===== src/rtl/video_pkg.sv =====
// Shared constants and types for the video fetch block.
package video_pkg;

  localparam int unsigned WORDS_PER_GROUP = 4;
  localparam int unsigned PIX_PER_GROUP   = 16;
  localparam int unsigned WORD_W          = 16;
  localparam int unsigned SLOT_W          = 3;   // counts 0..WORDS_PER_GROUP
  localparam int unsigned IDX_W           = 2;   // slot index 0..3
  localparam int unsigned DISC_W          = 4;   // stale strobes still in flight
  localparam int unsigned PCNT_W          = 4;   // pixel counter within a group
  localparam int unsigned GROUP_W         = WORDS_PER_GROUP * WORD_W;

  // Byte-lane order of the four words inside a group.
  localparam int unsigned LANE_PIX0  = 0;
  localparam int unsigned LANE_PIX1  = 1;
  localparam int unsigned LANE_ATTR0 = 2;
  localparam int unsigned LANE_ATTR1 = 3;

  typedef enum logic [1:0] {
    IDLE = 2'd0,
    FILL = 2'd1,
    FULL = 2'd2,
    TAIL = 2'd3
  } state_e;

endpackage


===== src/rtl/video_fetch_shadow.sv =====
// Shadow buffer: collects returned words, drops stale strobes after an abort,
// and offers a view with the current strobe already bypassed in.
module video_fetch_shadow
  import video_pkg::*;
(
  input  logic               clk,
  input  logic               rst,
  input  logic               wr_en_i,
  input  logic               abort_i,
  input  logic               consume_i,
  input  logic               next_acc_i,
  input  logic               strobe_i,
  input  logic [WORD_W-1:0]  data_i,
  input  logic [SLOT_W-1:0]  req_cnt_i,
  output logic               full_c_o,
  output logic               fill_done_c_o,
  output logic [GROUP_W-1:0] view_c_o
);

  logic [WORD_W-1:0] words_q [WORDS_PER_GROUP];
  logic [WORD_W-1:0] words_d [WORDS_PER_GROUP];
  logic [SLOT_W-1:0] rcv_cnt_q, rcv_cnt_d;
  logic [DISC_W-1:0] discard_q, discard_d;
  logic [DISC_W-1:0] pending_c;
  logic              accept_c;

  // Strobe acceptance, slot write and bypassed view.
  always_comb begin
    accept_c      = strobe_i && wr_en_i && !abort_i && (discard_q == '0) &&
                    (rcv_cnt_q < SLOT_W'(WORDS_PER_GROUP));
    fill_done_c_o = accept_c && (rcv_cnt_q == SLOT_W'(WORDS_PER_GROUP - 1));
    full_c_o      = (rcv_cnt_q == SLOT_W'(WORDS_PER_GROUP)) || fill_done_c_o;
    words_d       = words_q;
    if (accept_c) begin
      words_d[rcv_cnt_q[IDX_W-1:0]] = data_i;
    end
    view_c_o = {words_d[LANE_ATTR1], words_d[LANE_ATTR0],
                words_d[LANE_PIX1],  words_d[LANE_PIX0]};
  end

  // Receive counter and stale-strobe bookkeeping.
  always_comb begin
    rcv_cnt_d = rcv_cnt_q;
    discard_d = discard_q;
    pending_c = discard_q + DISC_W'(req_cnt_i) + DISC_W'(next_acc_i) - DISC_W'(rcv_cnt_q);
    if (abort_i || consume_i) begin
      rcv_cnt_d = '0;
    end else if (accept_c) begin
      rcv_cnt_d = rcv_cnt_q + SLOT_W'(1);
    end
    if (abort_i) begin
      // A strobe in the abort clk answers the oldest request, which is stale.
      discard_d = (strobe_i && (pending_c != '0)) ? pending_c - DISC_W'(1) : pending_c;
    end else if (strobe_i && (discard_q != '0)) begin
      discard_d = discard_q - DISC_W'(1);
    end
  end

  // Shadow state registers.
  always_ff @(posedge clk) begin
    if (rst) begin
      for (int i = 0; i < int'(WORDS_PER_GROUP); i++) begin
        words_q[i] <= '0;
      end
      rcv_cnt_q <= '0;
      discard_q <= '0;
    end else begin
      words_q   <= words_d;
      rcv_cnt_q <= rcv_cnt_d;
      discard_q <= discard_d;
    end
  end

endmodule


===== src/rtl/video_fetch.sv =====
// Video fetch: requests four words per 16-pixel group from the arbiter and
// hands each completed group to the renderer on the group boundary.
module video_fetch
  import video_pkg::*;
#(
  parameter int unsigned ADDR_W = 21,
  parameter int unsigned GROUPS = 16
) (
  input  logic               clk,
  input  logic               rst,
  input  logic               cend,
  input  logic               fetch_start,
  input  logic               disp_start,
  input  logic [ADDR_W-1:0]  line_addr,
  output logic [ADDR_W-1:0]  video_addr,
  output logic               video_go,
  input  logic               video_next,
  input  logic               video_strobe,
  input  logic [WORD_W-1:0]  video_data,
  output logic [GROUP_W-1:0] pic_bits,
  output logic               fetch_sync,
  output logic               underrun,
  output logic               line_done
);

  localparam int unsigned GRP_W = $clog2(GROUPS + 1);
  localparam int unsigned BND_W = GRP_W + 1;

  state_e             state_q, state_d;
  logic [ADDR_W-1:0]  addr_q, addr_d;
  logic [SLOT_W-1:0]  req_cnt_q, req_cnt_d;
  logic [GRP_W-1:0]   grp_q, grp_d;
  logic [BND_W-1:0]   bnd_cnt_q, bnd_cnt_d;
  logic               disp_run_q, disp_run_d;
  logic [PCNT_W-1:0]  pcnt_q, pcnt_d;
  logic [GROUP_W-1:0] pic_q, pic_d;
  logic               underrun_q, underrun_d;
  logic               line_done_q, line_done_d;

  logic               go_c, next_acc_c, bnd_c, consume_c, wr_en_c;
  logic               sh_full_c, sh_fill_done_c;
  logic [GROUP_W-1:0] sh_view_c;

  // Request level, boundary detect and group hand-off condition.
  assign go_c       = (state_q == FILL) && (req_cnt_q < SLOT_W'(WORDS_PER_GROUP));
  assign next_acc_c = video_next && go_c;
  assign bnd_c      = cend && (disp_start ||
                      (disp_run_q && (pcnt_q == PCNT_W'(PIX_PER_GROUP - 1))));
  assign wr_en_c    = (state_q == FILL);
  assign consume_c  = bnd_c && sh_full_c && !fetch_start &&
                      ((state_q == FILL) || (state_q == FULL));

  video_fetch_shadow u_shadow (
    .clk           (clk),
    .rst           (rst),
    .wr_en_i       (wr_en_c),
    .abort_i       (fetch_start),
    .consume_i     (consume_c),
    .next_acc_i    (next_acc_c),
    .strobe_i      (video_strobe),
    .data_i        (video_data),
    .req_cnt_i     (req_cnt_q),
    .full_c_o      (sh_full_c),
    .fill_done_c_o (sh_fill_done_c),
    .view_c_o      (sh_view_c)
  );

  // Next-state logic for the fetch FSM and its counters.
  always_comb begin
    state_d     = state_q;
    addr_d      = addr_q;
    req_cnt_d   = req_cnt_q;
    grp_d       = grp_q;
    bnd_cnt_d   = bnd_cnt_q;
    disp_run_d  = disp_run_q;
    pcnt_d      = pcnt_q;
    pic_d       = pic_q;
    underrun_d  = underrun_q;
    line_done_d = 1'b0;

    if (next_acc_c) begin
      addr_d    = addr_q + ADDR_W'(1);
      req_cnt_d = req_cnt_q + SLOT_W'(1);
    end
    if (bnd_c) begin
      pcnt_d = '0;
    end else if (cend && disp_run_q) begin
      pcnt_d = pcnt_q + PCNT_W'(1);
    end
    if (cend && disp_start) begin
      disp_run_d = 1'b1;
    end
    if (sh_fill_done_c) begin
      grp_d = grp_q + GRP_W'(1);
    end

    unique case (state_q)
      FILL, FULL: begin
        if (consume_c) begin
          pic_d     = sh_view_c;
          req_cnt_d = '0;
          bnd_cnt_d = bnd_cnt_q + BND_W'(1);
          state_d   = (grp_d < GRP_W'(GROUPS)) ? FILL : TAIL;
        end else if (bnd_c) begin
          // Group not ready: show blank, keep collecting for the next boundary.
          pic_d      = '0;
          underrun_d = 1'b1;
          bnd_cnt_d  = bnd_cnt_q + BND_W'(1);
        end else if (sh_fill_done_c) begin
          state_d = FULL;
        end
      end
      TAIL: begin
        if (bnd_c) begin
          pic_d       = '0;
          disp_run_d  = 1'b0;
          line_done_d = 1'b1;
          bnd_cnt_d   = bnd_cnt_q + BND_W'(1);
          state_d     = IDLE;
        end
      end
      default: begin
      end
    endcase

    // A new line overrides everything else in the same clk.
    if (fetch_start) begin
      state_d     = FILL;
      addr_d      = line_addr;
      req_cnt_d   = '0;
      grp_d       = '0;
      bnd_cnt_d   = '0;
      disp_run_d  = 1'b0;
      pic_d       = pic_q;
      underrun_d  = 1'b0;
      line_done_d = 1'b0;
    end
  end

  // State and output registers.
  always_ff @(posedge clk) begin
    if (rst) begin
      state_q     <= IDLE;
      addr_q      <= '0;
      req_cnt_q   <= '0;
      grp_q       <= '0;
      bnd_cnt_q   <= '0;
      disp_run_q  <= 1'b0;
      pcnt_q      <= '0;
      pic_q       <= '0;
      underrun_q  <= 1'b0;
      line_done_q <= 1'b0;
    end else begin
      state_q     <= state_d;
      addr_q      <= addr_d;
      req_cnt_q   <= req_cnt_d;
      grp_q       <= grp_d;
      bnd_cnt_q   <= bnd_cnt_d;
      disp_run_q  <= disp_run_d;
      pcnt_q      <= pcnt_d;
      pic_q       <= pic_d;
      underrun_q  <= underrun_d;
      line_done_q <= line_done_d;
    end
  end

  assign video_addr = addr_q;
  assign video_go   = go_c;
  assign pic_bits   = pic_q;
  assign fetch_sync = bnd_c;
  assign underrun   = underrun_q;
  assign line_done  = line_done_q;

endmodule


===== config.mk =====
export PLATFORM = sky130hd
export DESIGN_NAME = video_fetch
export DESIGN_NICKNAME = d
export VERILOG_FILES = /design/src/rtl/video_pkg.sv /design/src/rtl/video_fetch_shadow.sv /design/src/rtl/video_fetch.sv
export SDC_FILE = /design/constraint.sdc
export NUM_CORES = 1
export LEC_CHECK = 0
export BUFFER_PORTS_ARGS = -buffer_cell sky130_fd_sc_hd__buf_2
export CAP_MARGIN = 5
export CORE_ASPECT_RATIO = 0.5
export CORE_MARGIN = 2
export CORE_UTILIZATION = 33
export DETAILED_ROUTE_END_ITERATION = 8
export PLACE_DENSITY = 0.61
export SLEW_MARGIN = 5
export SYNTH_ARGS = -nofsm -noshare
export SYNTH_HDL_FRONTEND = slang
export SYNTH_SLANG_ARGS = --single-unit

===== constraint.sdc =====
create_clock -name clk -period 3.8 [get_ports clk]
set_input_delay 0.38 -clock clk [delete_from_list [all_inputs] [get_ports clk]]
set_output_delay 0.38 -clock clk [all_outputs]
set_load 0.05 [all_outputs]

==> flow_summary.toml <==
[cells_and_area]
final_cells = 1162
nets = 915
fin_area_mm2 = 0.00880
multiInputGateArea_mm2 = 0.00359
area_delta_synth_final_pct = 20.1
fin_util = 0.405
fillers = 2157
final_layout_size_suffix_gt1_frac = 0.277
regArea_mm2 = 0.00346
num_antenna_cells = 0

[sta]
period_needed_ns = 3.51
clock.fmax_ghz = 0.285
final_hold_viol_count = 0
setup_slack_ns = 0.292
clock_skew_ns = 0.00875
drv_slew = 0
rsz0062_at_grt = "false"
slew_headroom = 0.214
tns_ns = 0
worst_hold_slack_ns = 0.177
worst_pin_slew_ns = 1.18
setup_viol = 0
post-route-period-util = 0.923

[yosys]
ys_seq_elements = 173
synthSimpleGateAreaFrac = 0.161
synth-compound-area-share = 0.159
synth_xor_area_frac = 0.0347
synth_adder_area_share = 0.0417
syn_area_mm2 = 0.00733
yosysUniqueCellTypes = 49
postSynthAreaPerCell_um2 = 9.94
synth_edf_count = 0
synth_top_family_by_area = "simple AND/OR/NAND/NOR gates"
synth_nets = 803
muxShareOfSynthArea = 0.0915
ys_seq_area_frac = 0.473
synthArstFlopShare = 0
synth_cells = 737
ys.flop_type = "dfxtp_1"
yosys_warnings = 0

[worst_setup_path]
required_ns = 4.13
crit_path_start_kind = "flop"
crit_fanout = 5
arrival_ns = 3.83
r2r_slack_ns = 0.29
crit_type = "reg2reg"
endpoint_kind = "flop"
crit_start = "state_q[0]"
rr_startpoint = "state_q[0]"

[grt]
antenna_found_initial = 0
grt_max_degree = 73
grt_pass1_wl_um = 28200
grt_overflow_total = 0
grt_use_total = 0.155
grt_pass1_vias = 5338

[route]
wl_per_cell_um = 15.3
ant_nets = 0
postRouteWirelength_um = 17800
drc = 0
avgViaCountPerCell = 4.83
vias = 5610
drt_iter0_markers = 302
dr.pass1.iters = 4

[worst_hold_path]
hold_class = "in2reg"
hp-start = "line_addr[1]"

[die]
die-area_mm2 = 0.0235
die_h_um = 109
ios = 133
core_area_mm2 = 0.0217
start_util = 0.337
row_count = 38
die_w_um = 215

[outcome]
outcome = "completed"

[clock_network]
cts_repair_resize_count = 0
cts_tree = "yes"
cts.clk_slew.worst_paths_ns = 0.07
clk_latency_ns = 0.44
cts_sinks = 173
clock_path_buffers = 2
cts-htree-levels = 4
cts_made_buffers = 17
holdBufCountCts = 0
ctsRootBufferMaster = "clkbuf_16"
postCtsSetupBuffers = 0

[power_and_ir_drop]
p_per_area_mw_per_mm2 = 479
peakVddDrop_uv = 302
finalPower_mw = 4.21
cellLeakagePower_nw = 3.92

[placed_design]
place_ws_ns = 0.363
dp_cells = 1130
dpl-instance-area_mm2 = 0.00821
portBuffers = 132
routabilityCongestion = 0.813
dpl.hpwl_um = 12000

[run]
drv_cap = 0
==> per-layer routing <==
layer | global-route usage | vias to the layer above | routed length (µm)
met5 | 0 | - | 0
met2 | 0.267 | 104 | 8570
met4 | 0.0402 | 0 | 163
met1 | 0.191 | 2687 | 8240
met3 | 0.0481 | 14 | 858
li1 | - | 2805 | -
==> where the power goes <==
group | total [mW] | leakage [nW] | internal, mW | switching, mW
Sequential | 1.90 | 1.40 | 1.85 | 0.0429
Combinational | 0.590 | 2.24 | 0.209 | 0.381
Clock | 1.73 | 0.286 | 0.956 | 0.772
==> cells in the final DEF, fill, tap and decap left out, types with 6 or more instances in the layout <==
cell type / n
dfxtp_1: 173
buf_2: 131
nor2_1: 95
nand2_1: 94
mux2i_1: 67
o31ai_2: 60
xnor2_1: 23
a21oi_1: 18
ha_1: 18
clkbuf_16: 17
inv_1: 16
nand3_1: 16
a211oi_1: 13
nand4_1: 11
nor3_1: 9
buf_4: 8
nor4_1: 7
xor2_1: 6
==> cells in the mapped netlist, types with 2 or more instances <==
master | number | share of area
a211o_1 | 2 | 0.0024
a211oi_1 | 13 | 0.013
a21oi_1 | 19 | 0.013
a311oi_1 | 3 | 0.0036
a31oi_1 | 2 | 0.0017
and2_1 | 5 | 0.0043
and3_1 | 5 | 0.0043
and4_1 | 3 | 0.0036
buf_2 | 4 | 0.0027
buf_6 | 6 | 0.0092
clkbuf_1 | 35 | 0.018
dfxtp_1 | 173 | 0.47
fa_1 | 4 | 0.011
ha_1 | 18 | 0.031
inv_1 | 16 | 0.0082
mux2i_1 | 67 | 0.092
nand2_1 | 94 | 0.048
nand2b_1 | 2 | 0.0017
nand3_1 | 16 | 0.011
nand4_1 | 11 | 0.0094
nor2_1 | 95 | 0.049
nor2b_1 | 3 | 0.0026
nor3_1 | 9 | 0.0061
nor4_1 | 7 | 0.0060
o21a_1 | 4 | 0.0041
o21ai_0 | 4 | 0.0027
o21bai_1 | 2 | 0.0020
o31ai_1 | 5 | 0.0051
o31ai_2 | 60 | 0.10
or3_1 | 3 | 0.0026
or4_1 | 2 | 0.0020
xnor2_1 | 23 | 0.027
xor2_1 | 6 | 0.0072
==> cells by family (layout without fill, tap and decap cells) <==
family                     Yosys count  in the layout
adders and majority gates           22             22
muxes                               67             67
and+or+nand+nor                    262            262
AOI/OAI and AO/OA                  121            121
DFF                                173            173
buffers and inverters               63            188
xor gates and xnor gates            29             29
==> worst max-delay path, stage by stage (launching register included) <==
cell and delay (ns):
dfxtp_1 0.40, ha_1 0.23, and3b_1 0.21, inv_1 0.05
ha_1 0.28, fa_1 0.40, fa_1 0.54, ha_1 0.25
nand2_1 0.06, or4_1 0.46, and3_1 0.19, o311ai_0 0.30
==> cell type report <==
type                    count  share of cell area
inverters                  16             0.00683
multi-input cells         501               0.408
clock inverters            12              0.0144
repair buffers            140              0.0826
flip-flops and latches    173               0.394
well taps                 300              0.0427
clock buffers              20              0.0519
==> registers in the layout (all words and copies together), names as in the netlist <==
name,count
u_shadow.rcv_cnt_q,3
grp_q,5
underrun,1
state_q,2
u_shadow.words_q,64
line_done,1
video_addr,21
disp_run_q,1
req_cnt_q,3
pcnt_q,4
u_shadow.discard_q,4
pic_bits,64
==> worst paths after layout <==
kind / endpoint / cells past startpoint
worst max-delay path: u_shadow.discard_q[1] / 11
worst min-delay path: video_addr[1] / 3
worst max register to register: u_shadow.discard_q[1] / 11
worst min register to register: pic_bits[28] / 2
No activity file was read; power rests on OpenSTA's default activity.
